$ cat src/rtl/cmd_frame_rx_pkg.sv
// -----------------------------------------------------------------------------
// cmd_frame_rx_pkg
// Shared definitions for the command frame receiver:
//   state_t      - receiver FSM state encoding
//   mode_t       - operation mode encoding carried in frame byte B2[1:0]
//   HDR_BYTE_DEF - default frame header byte
// -----------------------------------------------------------------------------
package cmd_frame_rx_pkg;

  typedef enum logic [2:0] {
    ST_HUNT   = 3'd0,
    ST_PAY1   = 3'd1,
    ST_PAY2   = 3'd2,
    ST_CSUM   = 3'd3,
    ST_COMMIT = 3'd4
  } state_t;

  typedef enum logic [1:0] {
    MODE_AUTO   = 2'd0,
    MODE_HYBRID = 2'd1,
    MODE_MANUAL = 2'd2,
    MODE_SLEEP  = 2'd3
  } mode_t;

  localparam logic [7:0] HDR_BYTE_DEF = 8'hA5;

endpackage

$ cat src/rtl/cmd_frame_rx_err_window.sv
// -----------------------------------------------------------------------------
// cmd_err_window
// Counts completed frames and bad frames over a window of win_len frames.
// When the window closes, err_rate takes the bad count (including the frame
// closing the window), saturated to 15, and both counters restart.
// Ports:
//   clk        in   clock, rising edge
//   rst        in   asynchronous reset, active low
//   frame_done in   one-cycle strobe per completed frame (good or bad)
//   frame_bad  in   qualifies frame_done: the completed frame was bad
//   err_rate   out  bad frames in the last completed window
// -----------------------------------------------------------------------------
module cmd_err_window #(
  parameter int win_len = 16
) (
  input  logic       clk,
  input  logic       rst,
  input  logic       frame_done,
  input  logic       frame_bad,
  output logic [3:0] err_rate
);

  localparam int CNT_W = $clog2(win_len + 1);
  localparam int SUM_W = (CNT_W + 1 > 5) ? CNT_W + 1 : 5;
  localparam logic [CNT_W-1:0] CNT_LAST = CNT_W'(win_len - 1);

  logic [CNT_W-1:0] frame_cnt;
  logic [CNT_W-1:0] bad_cnt;
  logic [SUM_W-1:0] bad_total;

  function automatic logic [3:0] sat_rate(input logic [SUM_W-1:0] v);
    if (v > SUM_W'(15)) return 4'hF;
    return v[3:0];
  endfunction

  // Bad count including the frame completing this cycle.
  assign bad_total = SUM_W'(bad_cnt) + SUM_W'(frame_bad);

  always_ff @(posedge clk or negedge rst) begin
    if (!rst) begin
      frame_cnt <= '0;
      bad_cnt   <= '0;
      err_rate  <= '0;
    end else if (frame_done) begin
      if (frame_cnt == CNT_LAST) begin
        err_rate  <= sat_rate(bad_total);
        frame_cnt <= '0;
        bad_cnt   <= '0;
      end else begin
        frame_cnt <= frame_cnt + CNT_W'(1);
        bad_cnt   <= bad_cnt + CNT_W'(frame_bad);
      end
    end
  end

endmodule

$ cat src/rtl/cmd_frame_rx.sv
// -----------------------------------------------------------------------------
// cmd_frame_rx
// Receives 4-byte command frames {hdr, B1, B2, B3} from a byte stream and
// holds the decoded speed/direction/mode commands for the motor controller.
//   B1 = {speed[3:0], dir[3:0]}, B2 = {6'b0, mode[1:0]}, B3 = B1 ^ B2
// Good frames update the commands one cycle after the checksum byte; bad or
// stalled frames pulse frame_err. With no good frame for timeout_cycles the
// commands fall back to defaults in sleep mode and link_lost is raised.
// Ports:
//   clk         in   clock, rising edge
//   rst         in   asynchronous reset, active low
//   rx_data     in   received byte
//   rx_valid    in   rx_data valid
//   rx_ready    out  byte accepted this cycle when rx_valid is also high
//   speed_cmd_o out  held speed command
//   dir_cmd_o   out  held direction command
//   mode_o      out  operation mode (auto/hybrid/manual/sleep)
//   err_rate_o  out  bad frames in last completed error window
//   frame_ok    out  one-cycle pulse per good frame
//   frame_err   out  one-cycle pulse per bad frame
//   link_lost   out  no good frame within timeout_cycles
// -----------------------------------------------------------------------------
module cmd_frame_rx
  import cmd_frame_rx_pkg::*;
#(
  parameter int         cmd_l          = 4,
  parameter int         def_speed_cmd  = 5,
  parameter int         def_dir_cmd    = 8,
  parameter logic [7:0] hdr_byte       = HDR_BYTE_DEF,
  parameter int         win_len        = 16,
  parameter int         gap_max        = 32,
  parameter int         timeout_cycles = 1000
) (
  input  logic             clk,
  input  logic             rst,
  input  logic [7:0]       rx_data,
  input  logic             rx_valid,
  output logic             rx_ready,
  output logic [cmd_l-1:0] speed_cmd_o,
  output logic [cmd_l-1:0] dir_cmd_o,
  output logic [1:0]       mode_o,
  output logic [3:0]       err_rate_o,
  output logic             frame_ok,
  output logic             frame_err,
  output logic             link_lost
);

  localparam int GAP_W = $clog2(gap_max + 1);
  localparam int TMO_W = $clog2(timeout_cycles + 1);
  localparam logic [GAP_W-1:0] GAP_LAST  = GAP_W'(gap_max - 1);
  localparam logic [TMO_W-1:0] TMO_MAX   = TMO_W'(timeout_cycles);
  localparam logic [TMO_W-1:0] TMO_LAST  = TMO_W'(timeout_cycles - 1);
  localparam logic [cmd_l-1:0] DEF_SPEED = cmd_l'(def_speed_cmd);
  localparam logic [cmd_l-1:0] DEF_DIR   = cmd_l'(def_dir_cmd);

  state_t           state_q, state_d;
  logic             accept;
  logic             in_payload;
  logic             gap_hit;
  logic             commit_ev, good_ev, bad_ev, done_ev;
  logic             good_q;
  logic [7:0]       b1_q, b2_q;
  logic [GAP_W-1:0] gap_cnt_q;
  logic [TMO_W-1:0] tmo_cnt_q;

  assign rx_ready   = (state_q != ST_COMMIT);
  assign accept     = rx_valid && rx_ready;
  assign in_payload = (state_q == ST_PAY1) || (state_q == ST_PAY2) ||
                      (state_q == ST_CSUM);

  // A frame stalls out on the gap_max-th consecutive idle cycle.
  assign gap_hit   = in_payload && !accept && (gap_cnt_q == GAP_LAST);
  assign commit_ev = (state_q == ST_COMMIT);
  assign good_ev   = commit_ev && good_q;
  assign bad_ev    = (commit_ev && !good_q) || gap_hit;
  assign done_ev   = commit_ev || gap_hit;

  always_ff @(posedge clk or negedge rst) begin
    if (!rst) state_q <= ST_HUNT;
    else      state_q <= state_d;
  end

  // A header byte seen mid-frame is ordinary payload; there is no resync.
  always_comb begin
    state_d = state_q;
    case (state_q)
      ST_HUNT:   if (accept && rx_data == hdr_byte) state_d = ST_PAY1;
      ST_PAY1:   if (accept) state_d = ST_PAY2; else if (gap_hit) state_d = ST_HUNT;
      ST_PAY2:   if (accept) state_d = ST_CSUM; else if (gap_hit) state_d = ST_HUNT;
      ST_CSUM:   if (accept) state_d = ST_COMMIT; else if (gap_hit) state_d = ST_HUNT;
      ST_COMMIT: state_d = ST_HUNT;
      default:   state_d = ST_HUNT;
    endcase
  end

  // Payload capture: data only, never needs a reset value.
  always_ff @(posedge clk) begin
    if (accept && state_q == ST_PAY1) b1_q <= rx_data;
    if (accept && state_q == ST_PAY2) b2_q <= rx_data;
  end

  // Checksum byte stage: judge the frame as B3 arrives, act on it in COMMIT.
  always_ff @(posedge clk or negedge rst) begin
    if (!rst) begin
      gap_cnt_q <= '0;
      good_q    <= 1'b0;
    end else begin
      if (!in_payload || accept || gap_hit) gap_cnt_q <= '0;
      else                                  gap_cnt_q <= gap_cnt_q + GAP_W'(1);
      if (accept && state_q == ST_CSUM)
        good_q <= (b2_q[7:2] == 6'd0) && (rx_data == (b1_q ^ b2_q));
    end
  end

  // Commit stage: command outputs, pulses and link supervision.
  // A good frame takes priority over a timeout landing on the same cycle.
  always_ff @(posedge clk or negedge rst) begin
    if (!rst) begin
      speed_cmd_o <= DEF_SPEED;
      dir_cmd_o   <= DEF_DIR;
      mode_o      <= MODE_SLEEP;
      frame_ok    <= 1'b0;
      frame_err   <= 1'b0;
      link_lost   <= 1'b1;
      tmo_cnt_q   <= '0;
    end else begin
      frame_ok  <= good_ev;
      frame_err <= bad_ev;
      if (good_ev) begin
        speed_cmd_o <= cmd_l'(b1_q[7:4]);
        dir_cmd_o   <= cmd_l'(b1_q[3:0]);
        mode_o      <= b2_q[1:0];
        link_lost   <= 1'b0;
        tmo_cnt_q   <= '0;
      end else begin
        if (tmo_cnt_q != TMO_MAX) tmo_cnt_q <= tmo_cnt_q + TMO_W'(1);
        if (tmo_cnt_q == TMO_LAST) begin
          speed_cmd_o <= DEF_SPEED;
          dir_cmd_o   <= DEF_DIR;
          mode_o      <= MODE_SLEEP;
          link_lost   <= 1'b1;
        end
      end
    end
  end

  cmd_err_window #(
    .win_len(win_len)
  ) u_err_window (
    .clk       (clk),
    .rst       (rst),
    .frame_done(done_ev),
    .frame_bad (bad_ev),
    .err_rate  (err_rate_o)
  );

endmodule

$ cat config.mk
export PLATFORM = sky130hd
export DESIGN_NAME = cmd_frame_rx
export DESIGN_NICKNAME = d
export VERILOG_FILES = /design/src/rtl/cmd_frame_rx_pkg.sv /design/src/rtl/cmd_frame_rx_err_window.sv /design/src/rtl/cmd_frame_rx.sv
export SDC_FILE = /design/constraint.sdc
export NUM_CORES = 1
export LEC_CHECK = 0
export ABC_CLOCK_PERIOD_IN_PS = 2700
export BUFFER_PORTS_ARGS = -buffer_cell sky130_fd_sc_hd__buf_2
export CELL_PAD_IN_SITES_DETAIL_PLACEMENT = 1
export CELL_PAD_IN_SITES_GLOBAL_PLACEMENT = 1
export CORE_ASPECT_RATIO = 2
export CORE_UTILIZATION = 42
export CTS_CLUSTER_DIAMETER = 60
export CTS_CLUSTER_SIZE = 28
export DETAILED_ROUTE_END_ITERATION = 7
export PLACE_DENSITY = 0.8
export RECOVER_POWER = 25
export SETUP_SLACK_MARGIN = 0.3
export SYNTH_ARGS = -nofsm -noshare
export SYNTH_HDL_FRONTEND = slang
export SYNTH_SLANG_ARGS = --single-unit
$ cat constraint.sdc
create_clock -name clk -period 2.7 [get_ports clk]
set_clock_uncertainty 0.2 [all_clocks]
set_input_delay 0.27 -clock clk [delete_from_list [all_inputs] [get_ports clk]]
set_output_delay 0.27 -clock clk [all_outputs]
set_load 0.02 [all_outputs]
==> results.cfg <==
[power]
finalPower_mw = 2.77
ir_worst_vdd_uv = 562
powerDensity_nw_per_um2 = 761
leakage_nw = 1.49

[clocking]
clkTransAtPathRegs_ns = 0.05
cts_tree = done
root_buffer = clkbuf_16
cts_max_level = 3
clock_path_buffers = 2
cts.sinks = 63
cts_made_buffers = 9
clock_latency_ns = 0.33

[cells_and_area]
drive_gt1_share_pct = 24.5
antennaDiodeCount = 0
fin_cells = 402
nFillCells = 725
syn2layout_area_growth_pct = 28.7
nets = 326

[synthesis]
synth_area_leaders = dfrtp_1 36%, edfxtp_1 17%, dfstp_2 5.6%
synth_area_um2 = 2830
synth_edf_count = 16
ys_types = 45
synthTopCellsByCount = 41 x dfrtp_1, 24 x nor2_1, 18 x nand2_1
syn_inst = 247
ys_seq_area_share_pct = 58.8
synth_nets = 264
synth_area_per_cell_um2 = 11.5
yosysWarnings = 0
synth-seq-cells = 63
synth_top_cell_by_area = dfrtp_1
async_flop_share_pct = 74.6
synth.most_common_cell = dfrtp_1
synth_top_flop_cell = dfrtp_1
netlist.area_leader.share_pct = 36.2

[timing]
clock.fmax_mhz = 391
slew_violations = 0
setup-violations-final = 0
finalHoldViolCount = 0
relSlewSlack_pct = 20.4
setup_ws_ns = 0.145
fin_crit_ns = 2.55
rsz0062_at_grt = true
finalCritPeriodShare_pct = 94.6
tightest_slew_ns = 1.19

[detailed_routing]
routedWlPerCell_um = 19.9
wl_met1_mm = 2.65
vias = 2186
drtPass1Iterations = 4
ant_nets = 0
drc = 0
wl_met3_um = 205
wl_mm = 8.01
drt_iter0_drc = 90
dr.max_layer_used = met4
vias_per_cell = 5.44
wl_met2_mm = 4.78

[min_path]
worstHoldPathType = in -> reg
min_path_cells = 4

[global_routing]
grt.overflow.total = 0
grt_usage_pct = 26.0
grt_max_degree = 48
grt_pass1_wl_mm = 12.9
grt_pass1_vias = 2543
antenna_found_initial = 0

[outcome]
status = completed

[die]
die_x_um = 60.1
fp.dieH_um = 118
io_pins = 29
rows = 42
start_util_pct = 43.1
die-area_um2 = 7090
core_region_area_um2 = 6570

[worst_setup_path]
reg2reg_depth = 10
path_cells = ha_4 -> and4_4 -> nand2_2 -> o22ai_4 -> ha_4 -> ha_4 -> buf_4 -> xor2_1 -> or4_1 -> o21a_1
cp.required_ns = 2.72
rrSetupSlack_ns = 0.15
crit_top_cell = ha_4
end_kind = register
cpMaxStageDelayCell = or4_1
arrival_ns = 2.58
criticalPathCategory = reg -> reg
worstPathMaxFanout = 4
start_kind = register
max_stage_delay_ns = 0.50

[placed_design]
dp.cells = 367
gp_congestion = 0.800
dpl_worst_slack_ns = -0.0255
dp_hpwl_mm = 4.96
port_buffers = 28

[job]
maxCapViolCount = 0
[report_power, final]
part | total, mW | switching (mW) | internal [mW]
logic | 0.459 | 0.250 | 0.210
registers | 1.18 | 0.0887 | 1.09
clock network | 1.13 | 0.423 | 0.710
[flip-flops by register name, summed over array words and instances (netlist names)]
register,cells
dir_cmd_o,4
frame_ok,1
b1_q,8
u_err_window.bad_cnt,5
state_q,3
link_lost,1
gap_cnt_q,6
speed_cmd_o,4
tmo_cnt_q,10
mode_o,2
u_err_window.frame_cnt,5
b2_q,8
frame_err,1
good_q,1
u_err_window.err_rate,4
[kinds of logic (layout without fill, tap and decap cells)]
family,after synthesis,in the layout,share of synthesized area [%]
AOI/OAI and AO/OA,40,40,9.50
xor gates and xnor gates,27,27,8.35
adders and majority gates,6,6,2.65
buffers and inverters,14,81,2.39
DFF,63,63,58.8
muxes,3,3,1.10
and+or+nand+nor,94,94,17.2
[path summary, 6_finish.rpt]
path | start | to
worst max-delay path | gap_cnt_q[0] | u_err_window.err_rate[2]
worst max register to register | gap_cnt_q[0] | u_err_window.err_rate[2]
worst min register to register | u_err_window.err_rate[2] | u_err_window.err_rate[2]
worst min-delay path | rx_valid | state_q[1]
min in group asynchronous | rst | tmo_cnt_q[5]
max in group asynchronous | rst | state_q[1]
[cell type report]
type,count,area (um^2),area share [%]
tap,88,110,3.02
multi-input combinational,170,1180,32.5
inverter,9,33.8,0.927
clock buffer,10,229,6.28
clock inverter,6,61.3,1.68
timing repair buffer,56,360,9.89
sequential,63,1670,45.7
[metal layers]
metal  GRT usage, %  vias up
li1               -     1004
met5              0        -
met1           24.0     1104
met3           6.81       28
met2           46.9       50
met4           16.3        0
[placed cells by master, fill, tap and decap left out, types with 8 or more instances in the layout]
cell,synthesis,final
dfrtp_1,41,40
nor2_1,24,23
buf_2,0,20
buf_4,0,18
xnor2_1,17,17
nand2_1,18,17
edfxtp_1,16,16
nand3_1,13,12
o21ai_0,12,11
xor2_1,10,10
clkbuf_16,0,9
clkbuf_1,2,9
dlygate4sd3_1,0,9
inv_1,8,8
[through the flow]
stage          TNS, ns  utilization (%)  instance area, um^2  hold WS [ns]
5_1_grt              0             55.5                 3640         0.199
2_1_floorplan        0                -                 2860        -0.226
6_report             0             55.5                 3640         0.175
3_5_place_dp   -0.0404             47.9                 3140         0.201
4_1_cts              0             55.3                 3630         0.162
3_3_place_gp         0             47.9                 3140         0.202
[worst max-delay path, delay by kind of cell, from the launching register on]
family	cells	cell delay [ns]
simple gates	3	0.79
fa+ha+maj	3	0.55
compound gates	2	0.21
xor+xnor	1	0.15
buf+inv	1	0.13
flops	1	0.42
[repair_timing]
item                                    CTS  global route
buffers inserted                          8             2
hold endpoints to repair                 57             0
pin swaps                                 4             0
hold buffers                              9             0
endpoints found under the setup margin    5             4
resized for setup                        11             3
Power figures use the tool's default switching activity.
